<file path="config.mk">
export PLATFORM = sky130hd
export DESIGN_NAME = mem_port_arb
export DESIGN_NICKNAME = d
export VERILOG_FILES = /design/src/rtl/mem_port_arb.sv
export SDC_FILE = /design/constraint.sdc
export NUM_CORES = 1
export LEC_CHECK = 0
export ABC_AREA = 1
export BUFFER_PORTS_ARGS = -buffer_cell sky130_fd_sc_hd__buf_2
export CAP_MARGIN = 20
export CELL_PAD_IN_SITES_DETAIL_PLACEMENT = 1
export CELL_PAD_IN_SITES_GLOBAL_PLACEMENT = 1
export CORE_AREA = 2 2 123 125
export CTS_CLUSTER_DIAMETER = 100
export DETAILED_ROUTE_END_ITERATION = 8
export DIE_AREA = 0 0 125 127
export GPL_TIMING_DRIVEN = 0
export HOLD_SLACK_MARGIN = 0.15
export PLACE_DENSITY_LB_ADDON = 0.1
export RECOVER_POWER = 100
export SYNTH_ARGS = -nofsm -noshare
export SYNTH_HDL_FRONTEND = slang
export SYNTH_SLANG_ARGS = --single-unit
</file>
<file path="constraint.sdc">
create_clock -name clock -period 3.2 [get_ports clock]
set_input_delay 0.64 -clock clock [delete_from_list [all_inputs] [get_ports clock]]
set_output_delay 0.64 -clock clock [all_outputs]
set_load 0.01 [all_outputs]
</file>
<file path="src/rtl/mem_port_arb.sv">
// Two-requester arbiter for a shared Avalon-style memory port.
// m0 (load/store) normally wins; m1 (fetch) is forced through after MAX_CONSEC m0 wins.
module mem_port_arb #(
  parameter int ADDR_WIDTH = 32,
  parameter int DATA_WIDTH = 32,
  parameter int BE_WIDTH   = DATA_WIDTH / 8,
  parameter int MAX_CONSEC = 4
) (
  input  logic                  clock,
  input  logic                  reset,
  input  logic                  m0_rd,
  input  logic                  m0_wr,
  input  logic [ADDR_WIDTH-1:0] m0_addr,
  input  logic [DATA_WIDTH-1:0] m0_wr_data,
  input  logic [BE_WIDTH-1:0]   m0_wr_be,
  output logic [DATA_WIDTH-1:0] m0_rd_data,
  output logic                  m0_waitrequest,
  input  logic                  m1_rd,
  input  logic                  m1_wr,
  input  logic [ADDR_WIDTH-1:0] m1_addr,
  input  logic [DATA_WIDTH-1:0] m1_wr_data,
  input  logic [BE_WIDTH-1:0]   m1_wr_be,
  output logic [DATA_WIDTH-1:0] m1_rd_data,
  output logic                  m1_waitrequest,
  output logic                  mem_rd,
  output logic                  mem_wr,
  output logic [ADDR_WIDTH-1:0] mem_addr,
  output logic [DATA_WIDTH-1:0] mem_wr_data,
  output logic [BE_WIDTH-1:0]   mem_wr_be,
  input  logic [DATA_WIDTH-1:0] mem_rd_data,
  input  logic                  mem_waitrequest,
  output logic [1:0]            grant,
  output logic                  busy
);

  localparam logic [3:0] MAX_C = 4'(MAX_CONSEC);

  typedef enum logic [1:0] {
    IDLE = 2'd0,
    OWN0 = 2'd1,
    OWN1 = 2'd2
  } state_t;

  state_t     state, state_nxt;
  logic [3:0] consec, consec_nxt;
  logic       m0_req, m1_req;

  assign m0_req = m0_rd | m0_wr;
  assign m1_req = m1_rd | m1_wr;

  always_ff @(posedge clock or posedge reset) begin
    if (reset) begin
      state  <= IDLE;
      consec <= 4'd0;
    end else begin
      state  <= state_nxt;
      consec <= consec_nxt;
    end
  end

  always_comb begin
    state_nxt      = state;
    consec_nxt     = consec;
    mem_rd         = 1'b0;
    mem_wr         = 1'b0;
    mem_addr       = m0_addr;
    mem_wr_data    = m0_wr_data;
    mem_wr_be      = m0_wr_be;
    m0_waitrequest = m0_req;
    m1_waitrequest = m1_req;
    grant          = 2'b00;
    case (state)
      IDLE: begin
        // m0 wins unless m1 has been passed over MAX_CONSEC times in a row
        if (m0_req && !(m1_req && consec >= MAX_C)) begin
          state_nxt = OWN0;
          if (m1_req && consec < MAX_C) consec_nxt = consec + 4'd1;
        end else if (m1_req) begin
          state_nxt  = OWN1;
          consec_nxt = 4'd0;
        end
      end
      OWN0: begin
        grant          = 2'b01;
        mem_rd         = m0_rd;
        mem_wr         = m0_wr;
        m0_waitrequest = mem_waitrequest;
        if (!m0_req || !mem_waitrequest) state_nxt = IDLE;
      end
      OWN1: begin
        grant          = 2'b10;
        mem_rd         = m1_rd;
        mem_wr         = m1_wr;
        mem_addr       = m1_addr;
        mem_wr_data    = m1_wr_data;
        mem_wr_be      = m1_wr_be;
        m1_waitrequest = mem_waitrequest;
        if (!m1_req || !mem_waitrequest) state_nxt = IDLE;
      end
      default: state_nxt = IDLE;
    endcase
  end

  assign busy       = |grant;
  assign m0_rd_data = mem_rd_data;
  assign m1_rd_data = mem_rd_data;

endmodule
</file>
Yosys cells after proc, flatten, opt, wreduce, memory -nomap -nowiden
Cells that the tools add are included.
Operators by class
  $add $sub $neg: 1
  $mul: 0
  divide/modulo/power cells: 0
  $lt $le $gt $ge: 2
  eq/ne operators: 6
  shift-type cells: 0
  muxes and demuxes: 16
  bitwise logic cells: 2
  reduce and logical (&&, ||, !) cells: 14
Operators by type and width (number)
  $mux W32: 2
  $mux W4: 4
  $mux W2: 4
  $pmux W2 S3: 1
  $reduce_and A3 Y1: 2
  $add A4 B1 Y4 const B: 1
  $ge A4 B3 Y1 const B: 1
  $logic_not A1 Y1: 4
  $lt A4 B3 Y1 const B: 1
  $ne A2 B2 Y1 const B: 2
  $pmux W1 S2: 2
  $pmux W2 S2: 1
  $logic_and A1 B1 Y1: 3
  $ne A3 B3 Y1 const B: 1
  $eq A2 B1 Y1 const B: 1
  $eq A2 B2 Y1 const B: 1
  $logic_not A2 Y1: 1
  $logic_or A1 B1 Y1: 2
  $mux W1: 2
  $ne A2 B1 Y1 const B: 1
  $or A1 B1 Y1: 2
  $reduce_bool A2 Y1: 1
  $reduce_or A2 Y1: 1
Word-level totals
  register bits: 6
  latch bits: 0
  bits in writable memories: 0
  bits in read-only memories: 0
  output and inout port bits: 139
  word-level logic and storage cells: 43
  memories kept: 0

Longest topological paths before layout
Gate-level depths: netlist (run 1).
  word-level depth: 6
  gate-level depth with buffers: 10

Worst setup path before layout (run 1)
Ideal clock, no wire load.
  kind: reg2out
  from: reg state[0]
  to: out m1_waitrequest
  arrival time: 1.295 ns
  slack: 1.265 ns
  cell stages (with the launch flop): 6
  buffers on the path: 2
  cell sequence: dfrtp_1 > inv_1 > ha_1 > buf_4 > buf_2 > o21ai_0
Between the ends
  longest elaborated chain between the ends: 2
Ends and longest elaborated chain
  start, declared: line 44  | state_t state, state_nxt;
  start signal, assigned: line 56  | state <= state_nxt;
  $eq A2 B2 Y1: line 72  | case (state)
  $mux W1: line 72
  end, declared: line 24  | output logic m1_waitrequest,
No other way between the ends.

Worst setup path in the final report (run 1)
  from: reg state[0]
  to: out mem_wr_data[28]
Between the ends
  longest elaborated chain between the ends: 2
Ends and longest elaborated chain
  $eq A2 B2 Y1: line 72
  $mux W32: line 72
  end, declared: line 28  | output logic [DATA_WIDTH-1:0] mem_wr_data,
No other way between the ends.

==> results of run 1 <==
## state kept, by name (all words and copies together), names as in the netlist
register  count
consec        4
state         2
## cells in the mapped netlist
library cell,count
nor2_2,1
clkbuf_1,1
ha_1,5
inv_1,15
buf_4,65
inv_2,1
a21oi_1,3
nand3_1,3
buf_2,10
nor2_4,1
dfrtp_1,6
buf_6,3
nor2_1,5
nand2_1,232
o21ai_0,4
## how the worst min path moves through the flow
| stage | startpoint | to | slack [ps] | cells after the start |
|---|---|---|---|---|
| after floorplan | reset | consec[0]$_DFFE_PP0P_ | 430 | 1 |
| after global placement | consec[1]$_DFFE_PP0P_ | consec[1]$_DFFE_PP0P_ | 480 | 2 |
| after detailed placement | consec[3]$_DFFE_PP0P_ | consec[3]$_DFFE_PP0P_ | 500 | 2 |
| after CTS | reset | state[1]$_DFFE_PP0P_ | 330 | 2 |
| after global routing | reset | state[0]$_DFFE_PP0P_ | 350 | 2 |
| final | reset | state[1]$_DFFE_PP0P_ | 330 | 2 |
## metrics by stage
| step | cell area, um^2 | total power [mW] | hold slack [ps] |
|---|---|---|---|
| 6_report | 3340 | 1.81 | 327 |
| 5_1_grt | 3340 | 2.05 | 351 |
| 4_1_cts | 3520 | 1.97 | 334 |
| 3_5_place_dp | 3440 | 1.76 | 495 |
| 3_3_place_gp | 3440 | 1.75 | 476 |
| 2_1_floorplan | 1810 | 1.05 | 431 |
## power by group
group	internal (mW)	leakage, nW	switching [mW]	total (mW)
Sequential	0.106	0.0783	0.0221	0.128
Combinational	0.528	1.91	0.953	1.48
Clock	0.160	0.0370	0.0382	0.198
Total	0.794	2.02	1.01	1.81
## critical path: cells and delay by family, from the launching register on
kind / cells / cell delay, ps
simple gates: 2 / 180
buf+inv: 5 / 1070
fa+ha+maj: 1 / 210
flops: 1 / 390
## per-layer routing
layer / track usage, % / part of all wire (%)
met1: 12.8 / 37
met2: 26.1 / 57
met3: 2.43 / 6.7
met4: 0.392 / 0
met5: 0 / 0
## area by class of cell
class,instances,area (um^2)
Buffer,79,569
Clock buffer,3,75.1
Fill cell,2011,11100
Inverter,16,60.1
Multi-Input combinational cell,254,1010
Sequential cell,6,150
Tap cell,184,230
Timing Repair Buffer,281,1250
## kinds of logic (layout without fill, tap and decap cells)
| group | after synthesis | after routing | share of synthesized area [%] |
|---|---|---|---|
| and+or+nand+nor | 242 | 242 | 51.1 |
| buffers and inverters | 95 | 379 | 35.2 |
| AOI/OAI and AO/OA | 7 | 7 | 1.94 |
| DFF | 6 | 6 | 8.32 |
| adders and majority gates | 5 | 5 | 3.47 |
==> metrics, run 1 <==
first-pass GRT wire length=between 15,000 and 20,000 um; clk sinks=6; Mapped Cells=between 300 and 400; Non-Filler Instances=823; Setup TNS Final=0 ps; reg-to-reg critical path startpoint=state[1]$_DFFE_PP0P_; Wirelength per Cell=between 10 and 15 um; Area Overhead vs Synth=85.2%; flop-to-flop setup slack=~1700 ps; FF-to-FF path depth=7; reg2reg end=consec[0]$_DFFE_PP0P_; Max-Cap Viols=0; nature of the critical path endpoint=output pin; I/O Buffers=281; Post-Place Worst Slack=946 ps; critical-path maximum fanout=10; Worst-Margin Slew=491 ps; Crit-path slowest cell=clkbuf_1; CTS root buf=clkbuf_16; LEAKAGE=approximately 2.0 nW; unrepaired setup endpoints after global routing=no; clk_skew=~0.58 ps; pin count of the biggest net entering global routing=11; initial core utilization=between 10% and 20%; Synth top area share=48.2%; num rows=44; Syn. warnings=0; Final Hold Fails=0; Vias per Instance=3.64; setup bufs post-CTS=0; total CTS buffers=3; WP data arrival=around 2100 ps; fin. max-slew vios=0; total grt overflow=0; Hold Crit Class=input port to asynchronous set/reset pin; Critical Path Max Stage Delay=410 ps; share of cells above drive strength 1=a little over a third; crit path launch type=register; CTS resizes=0; clk_lat worst skew=roughly 220 ps; DRT Pass-1 Iters=4; Synth Cell Area=around 0.0018 mm^2; Final Util=approximately 23%; routability cong.=between 0.7 and 0.8; worst-path cell chain=inv_1 -> ha_1 -> buf_4 -> inv_1 -> clkbuf_1 -> nand2_1 -> nand2_1 -> clkbuf_1; most common cell after layout, fill and taps aside=nand2_1; vias in the first global route=around 3,000; Die Footprint=between 0.015 and 0.02 mm^2; CTS tree=yes; Setup crit start=state[0]$_DFFE_PP0P_; Detailed Route WL=between 10,000 and 15,000 um; I/O Pins=314; Worst Path Required=approximately 2600 ps; Final ANT Viol Nets=0; initial antenna violation count=0; status=finished clean; Post-Place Cells=between 800 and 900; final setup margin=486 ps; Reg clk slew, reported paths=approximately 30 ps; Remaining DRCs=0; Crit Path Class=register to output pin; H-tree depth=1; die width=about 130 um; Avg Synthesized Cell Area=5.09 um^2; slew margin rel.=67.3%; worst vdd ir=approximately 220 uV; Fmax=368 MHz; Final Cycle Share=roughly 85%; DP Wirelength=approximately 9500 um; Net Count, Synth=535; PD cells=about 540 mW/mm^2; most area-hungry cell type in the Yosys netlist=nand2_1; most frequent cells in the layout=nand2_1 (232), buf_2 (158), clkbuf_1 (134); CP Capture Point=mem_wr_data[28]; Seq cells post-synth=6; endpoints failing setup=0; 1st-iter DRT viols=between 60 and 70; GR Util All Layers=about 12%; maximum buffer depth of the clock tree=2; Die Height=approximately 130 um; DR vias=roughly 3,000; Hold-fix buffers, CTS=0; Synth cell types=15; # diodes=0; Nets=821; CORE AREA=between 0.01 and 0.015 mm^2; minimum clock period=roughly 2700 ps; ranking of synthesized cells by area=nand2_1 (48%), buf_4 (27%), dfrtp_1 (8.3%), ha_1 (3.5%), inv_1 (3.1%); sequential area share after synthesis=roughly 8.3%
(Power assumes the default switching activity.)
==> run 2: changes to the inputs <==
--- a/config.mk
+++ b/config.mk
@@ -10,10 +10,10 @@
 export CAP_MARGIN = 20
 export CELL_PAD_IN_SITES_DETAIL_PLACEMENT = 1
 export CELL_PAD_IN_SITES_GLOBAL_PLACEMENT = 1
-export CORE_AREA = 2 2 123 125
+export CORE_AREA = 2 2 120 122
 export CTS_CLUSTER_DIAMETER = 100
 export DETAILED_ROUTE_END_ITERATION = 8
-export DIE_AREA = 0 0 125 127
+export DIE_AREA = 0 0 122 124
 export GPL_TIMING_DRIVEN = 0
 export HOLD_SLACK_MARGIN = 0.15
 export PLACE_DENSITY_LB_ADDON = 0.1
==> constraint.sdc (replaced) <==
create_clock -name clock -period 2.8 [get_ports clock]
set_input_delay 0.56 -clock clock [delete_from_list [all_inputs] [get_ports clock]]
set_output_delay 0.56 -clock clock [all_outputs]
set_load 0.01 [all_outputs]
==> run 2 against run 1 <==
Register-to-register slack got worse by 400 ps; first-iteration DRC count rose by 16%; largest cell class unchanged; clock power rose by 19%; sequential share of layout area barely moved; utilization rose by 1.2 points; sequential power rose by 13%; critical endpoint is now mem_wr_data[21].
==> metrics, run 2 (synthesis results as in run 1) <==
status=finished clean; endpoints failing setup=0 (unchanged); pin count of the biggest net entering global routing=11 (unchanged); flop-to-flop setup slack=1340 ps (-400 ps); Biggest register=consec; CORE AREA=0.0137 mm^2 (-4.9%); initial core utilization=13.2% (+0.64 points); Final Cycle Share=89.9%; Max-Cap Viols=0 (unchanged); nature of the critical path endpoint=output pin; DRT Pass-1 Iters=4 (unchanged); multi-input logic area=0.00101 mm^2 (unchanged); most common cell after layout, fill and taps aside=nand2_1; reg-to-reg critical path startpoint=state[0]$_DFFE_PP0P_; I/O Buffers=281 (unchanged); crit-path leading delay family=buffers and inverters; clk_skew=1.47 ps (+0.885 ps); Vias per Instance=3.70 (+1.6%); Setup TNS Final=0 ps (unchanged); WP data arrival=1960 ps (-110 ps); WP buf/inv=5 (unchanged); FF-to-FF path depth=10 (+3); critical-path maximum fanout=10 (unchanged); FF/Latch Area=150 um^2 (unchanged); max reg flops=4 (unchanged); # diodes=0 (unchanged); Crit-path slowest cell=dfrtp_1; slew margin rel.=69.4% (+2.1 points); most frequent cells in the layout=nand2_1 (232), buf_2 (171), clkbuf_1 (121); I/O Pins=314 (unchanged); PD cells=628 mW/mm^2 (+16%); Reg clk slew, reported paths=30 ps (about the same); minimum hold slack=246 ps (-80.8 ps); Setup crit start=state[0]$_DFFE_PP0P_; Crit Path Class=register to output pin; LEAKAGE=2.06 nW (+1.7%); worst-path cell chain=inv_1 -> ha_1 -> buf_4 -> inv_2 -> clkbuf_1 -> nand2_1 -> nand2_1 -> clkbuf_1; reg2reg end=state[1]$_DFFE_PP0P_; unrepaired setup endpoints after global routing=no; Wirelength per Cell=14.0 um (+7.7%); first-pass GRT wire length=16,200 um (+1.8%); 1st-iter DRT viols=74 (+16%); FILL cells=1,933 (-3.9%); CTS root buf=clkbuf_16; Largest regs=consec (4), state (2); Hold Crit Class=input port to asynchronous set/reset pin; CP Capture Point=mem_wr_data[21]; H-tree depth=1 (unchanged); Die Height=124 um (-2.4%); Critical Path Max Stage Delay=400 ps (about the same); maximum buffer depth of the clock tree=2 (unchanged); vias in the first global route=3,038 (+1.3%); GR Util All Layers=13.7% (+1.5 points); share of cells above drive strength 1=38.2% (+2.2 points); Detailed Route WL=11,500 um (+7.2%); total grt overflow=0 (unchanged); total CTS buffers=3 (unchanged); Die Footprint=0.0151 mm^2 (-4.7%); die width=122 um (-2.4%); DP Wirelength=10,200 um (+7.7%); clk_lat worst skew=230 ps (about the same); Area Overhead vs Synth=85.4%; Nets=821 (unchanged); Worst-Margin Slew=460 ps (-31.0 ps); CTS resizes=0 (unchanged); DR vias=3,027 (+1.1%); minimum clock period=~2500 ps; CTS tree=yes; crit path launch type=register; Final Hold Fails=0 (unchanged); critical path depth=8 (unchanged); setup bufs post-CTS=0 (unchanged); Final ANT Viol Nets=0 (unchanged); num rows=43 (-2.3%); worst vdd ir=254 uV (+16%); routability cong.=0.768 (+1.7%); Worst Path Required=2240 ps (-320 ps); fin. max-slew vios=0 (unchanged); initial antenna violation count=1 (+1); clk sinks=6 (unchanged); Remaining DRCs=0 (unchanged); Fmax=between 300 and 400 MHz; Hold-fix buffers, CTS=0 (unchanged); Total Power=2.10 mW (+16%)
## run 2: power breakdown
group          switching [mW]  internal (mW)  total [mW]
Sequential             0.0241          0.121       0.145
Combinational            1.11          0.616        1.72
Clock                  0.0511          0.184       0.235
## run 2: worst min-delay path by stage
| stage | to | cells after the start | from |
|---|---|---|---|
| floorplan | consec[0]$_DFFE_PP0P_ | 1 | reset |
| finish | state[1]$_DFFE_PP0P_ | 2 | reset |
| global route | state[1]$_DFFE_PP0P_ | 2 | reset |
| global placement | consec[1]$_DFFE_PP0P_ | 2 | consec[1]$_DFFE_PP0P_ |
| detailed placement | consec[1]$_DFFE_PP0P_ | 2 | consec[1]$_DFFE_PP0P_ |
| CTS | state[1]$_DFFE_PP0P_ | 2 | reset |
## run 2: through the flow
| stage | utilization, % | cells | setup slack, ps | cell area [um^2] |
|---|---|---|---|---|
| detailed placement | 25.1 | 816 | 614 | 3440 |
| CTS | 25.6 | 819 | 354 | 3510 |
| global route | 24.4 | 819 | 87.7 | 3350 |
| floorplan | - | 355 | 945 | 1810 |
| finish | 24.4 | 819 | 283 | 3350 |
| global placement | 25.1 | 816 | 663 | 3440 |
## run 2: cell type report
type / instances / share of cell area, %
inverter: 16 / 1.79
multi-input combinational: 254 / 30.2
timing repair buffer: 281 / 37.6
sequential: 6 / 4.48
clock buffer: 3 / 2.24
tap: 180 / 6.73
buffer: 79 / 16.9
## run 2: metal layers
layer	track usage (%)	wire length, um	share of wire [%]	vias to the layer above
met2	28.4	6380	56	138
met5	0	13	0.11	-
met1	14.2	3940	34	1328
met4	1.29	53	0.46	2
met3	3.53	1070	9.3	7
li1	-	-	-	1552
==> run 3: changes to the inputs <==
--- a/config.mk
+++ b/config.mk
@@ -18,6 +18,7 @@
 export HOLD_SLACK_MARGIN = 0.15
 export PLACE_DENSITY_LB_ADDON = 0.1
 export RECOVER_POWER = 100
+export REMOVE_ABC_BUFFERS = 1
 export SYNTH_ARGS = -nofsm -noshare
 export SYNTH_HDL_FRONTEND = slang
 export SYNTH_SLANG_ARGS = --single-unit
==> run 3 against run 2 <==
Critical path type unchanged; highest routed layer unchanged; non-clock buffer count shrank 140; maximum frequency shrank 1.8%; sequential share of layout area grew 1.3 points; utilization shrank 5.6 points; combinational power shrank 6%; clock power shrank 5%.
==> metrics, run 3 (synthesis results as in run 1) <==
DP Wirelength=14,100 um (+38%); final setup margin=237 ps (-46.5 ps); first-pass GRT wire length=20,200 um (+25%); endpoints failing setup=0 (unchanged); Final Cycle Share=91.6% (+1.7 points); Reg clk slew, reported paths=30 ps (about the same); Max-Cap Viols=0 (unchanged); internal power=0.804 mW (-13%); I/O Buffers=217 (-23%); Die Footprint=0.0151 mm^2 (unchanged); DRT Pass-1 Iters=4 (unchanged); Nets=681 (-17%); minimum clock period=2560 ps (+46.5 ps); CTS tree=yes; routability cong.=0.723 (-5.9%); Final Hold Fails=0 (unchanged); I/O Pins=314 (unchanged); die width=122 um (unchanged); share of cells above drive strength 1=31.7% (-6.5 points); clk_skew=0.0826 ps (-1.39 ps); total grt overflow=0 (unchanged); Worst Path Required=2240 ps (about the same); Hold-fix buffers, CTS=0 (unchanged); Final ANT Viol Nets=0 (unchanged); Wirelength per Cell=23.8 um (+70%); Final Util=18.8% (-5.6 points); Detailed Route WL=16,200 um (+41%); initial antenna violation count=3 (+2); Crit Path Class=register to output pin; Vias per Instance=3.83 (+3.7%); Remaining DRCs=0 (unchanged); num rows=43 (unchanged); Biggest register=consec; sw frac=59.5% (+3.2 points); initial core utilization=13.2% (unchanged); GR Util All Layers=19.8% (+6.1 points); DR vias=2,605 (-14%); max reg flops=4 (unchanged); Switching Power=1.18 mW (-0.14%); combinational fraction of design power=81.2% (-0.7 points); LEAKAGE=1.60 nW (-22%); Area Overhead vs Synth=42.6%; Clock Power Share=11.3% (about the same); Worst-Margin Slew=482 ps (+22.3 ps); WP data arrival=2000 ps (+40 ps); unrepaired setup endpoints after global routing=no; most frequent cells in the layout=nand2_1 (232), buf_2 (149), clkbuf_1 (68); 1st-iter DRT viols=77 (+4.1%); Fmax=390 MHz (-1.8%); Setup TNS Final=0 ps (unchanged); PD cells=771 mW/mm^2 (+23%); pin count of the biggest net entering global routing=46 (+35); Largest regs=consec (4), state (2); total CTS buffers=3 (unchanged); CORE AREA=0.0137 mm^2 (unchanged); crit path launch type=register; slew margin rel.=67.9% (-1.5 points); critical-path maximum fanout=37 (+27); Seq pwr share=7.4% (+0.5 points); maximum buffer depth of the clock tree=2 (unchanged); worst vdd ir=419 uV (+65%); fin. max-slew vios=0 (unchanged); Hold Crit Class=input port to asynchronous set/reset pin; status=finished clean; clk sinks=6 (unchanged); Die Height=124 um (unchanged); clk_lat worst skew=220 ps (about the same); H-tree depth=1 (unchanged); nature of the critical path endpoint=output pin; CTS root buf=clkbuf_16; most common cell after layout, fill and taps aside=nand2_1; vias in the first global route=2,583 (-15%); Post-Place Worst Slack=-212 ps (-826 ps)
## run 3: cell count changes in the layout (fill, tap and decap cells not counted), sizes merged
cell / delta
clkbuf: -52
buf: -88
diode: +1
## run 3: critical path, stage by stage, from the launching register on
cell	delay, ps
dfrtp_1	410
inv_1	130
ha_4	330
clkbuf_4	500
nand2_1	90
nand2_1	90
clkbuf_1	180
## run 3: layout make-up
cell class,count,area [um^2]
Antenna cell,1,2.50
Clock buffer,3,75.1
Fill cell,1855,11100
Inverter,16,62.6
Multi-Input combinational cell,254,1020
Sequential cell,6,150
Tap cell,180,225
Timing Repair Buffer,220,1030
## run 3: timing repair
action | in CTS | in global routing
endpoints found under the setup margin | 68 | 3
buffers inserted | 2 | 0
gates resized for setup | 0 | 2
## run 3: per-stage QoR
stage          cells  hold slack, ps  cell area (um^2)  power [mW]
6_report         680             239              2570        1.98
5_1_grt          679             258              2570        2.21
4_1_cts          679             245              2680        2.17
3_5_place_dp     674             482              2570        1.87
3_3_place_gp     673             478              2540        1.86
2_1_floorplan    276             351              1230        1.04
## run 3: final timing paths
path                       depth (start not counted)                     to  slack, ps             startpoint
hold / removal                                     2  consec[0]$_DFFE_PP0P_        240                  reset
setup / recovery                                   6        mem_wr_data[11]        240   state[0]$_DFFE_PP0P_
min in group clock                                 2  consec[3]$_DFFE_PP0P_        500  consec[3]$_DFFE_PP0P_
max in group asynchronous                          2   state[1]$_DFFE_PP0P_       2380                  reset
setup reg to reg                                   6  consec[0]$_DFFE_PP0P_       1200   state[0]$_DFFE_PP0P_
hold reg to reg                                    2  consec[3]$_DFFE_PP0P_        500  consec[3]$_DFFE_PP0P_
## run 3: per-layer routing
layer	wire (um)	track usage (%)
met4	366	4.96
met2	7310	32.0
met3	2760	15.8
met1	5690	19.7
met5	33	2.08
## run 3: power groups by stage
stage | registers, mW | clock network [mW] | logic, mW
finish | 0.148 | 0.224 | 1.61
global route | 0.154 | 0.236 | 1.82
CTS | 0.149 | 0.229 | 1.79
detailed placement | 0.150 | 0 | 1.72
global placement | 0.144 | 0 | 1.72
floorplan | 0.139 | 0 | 0.901
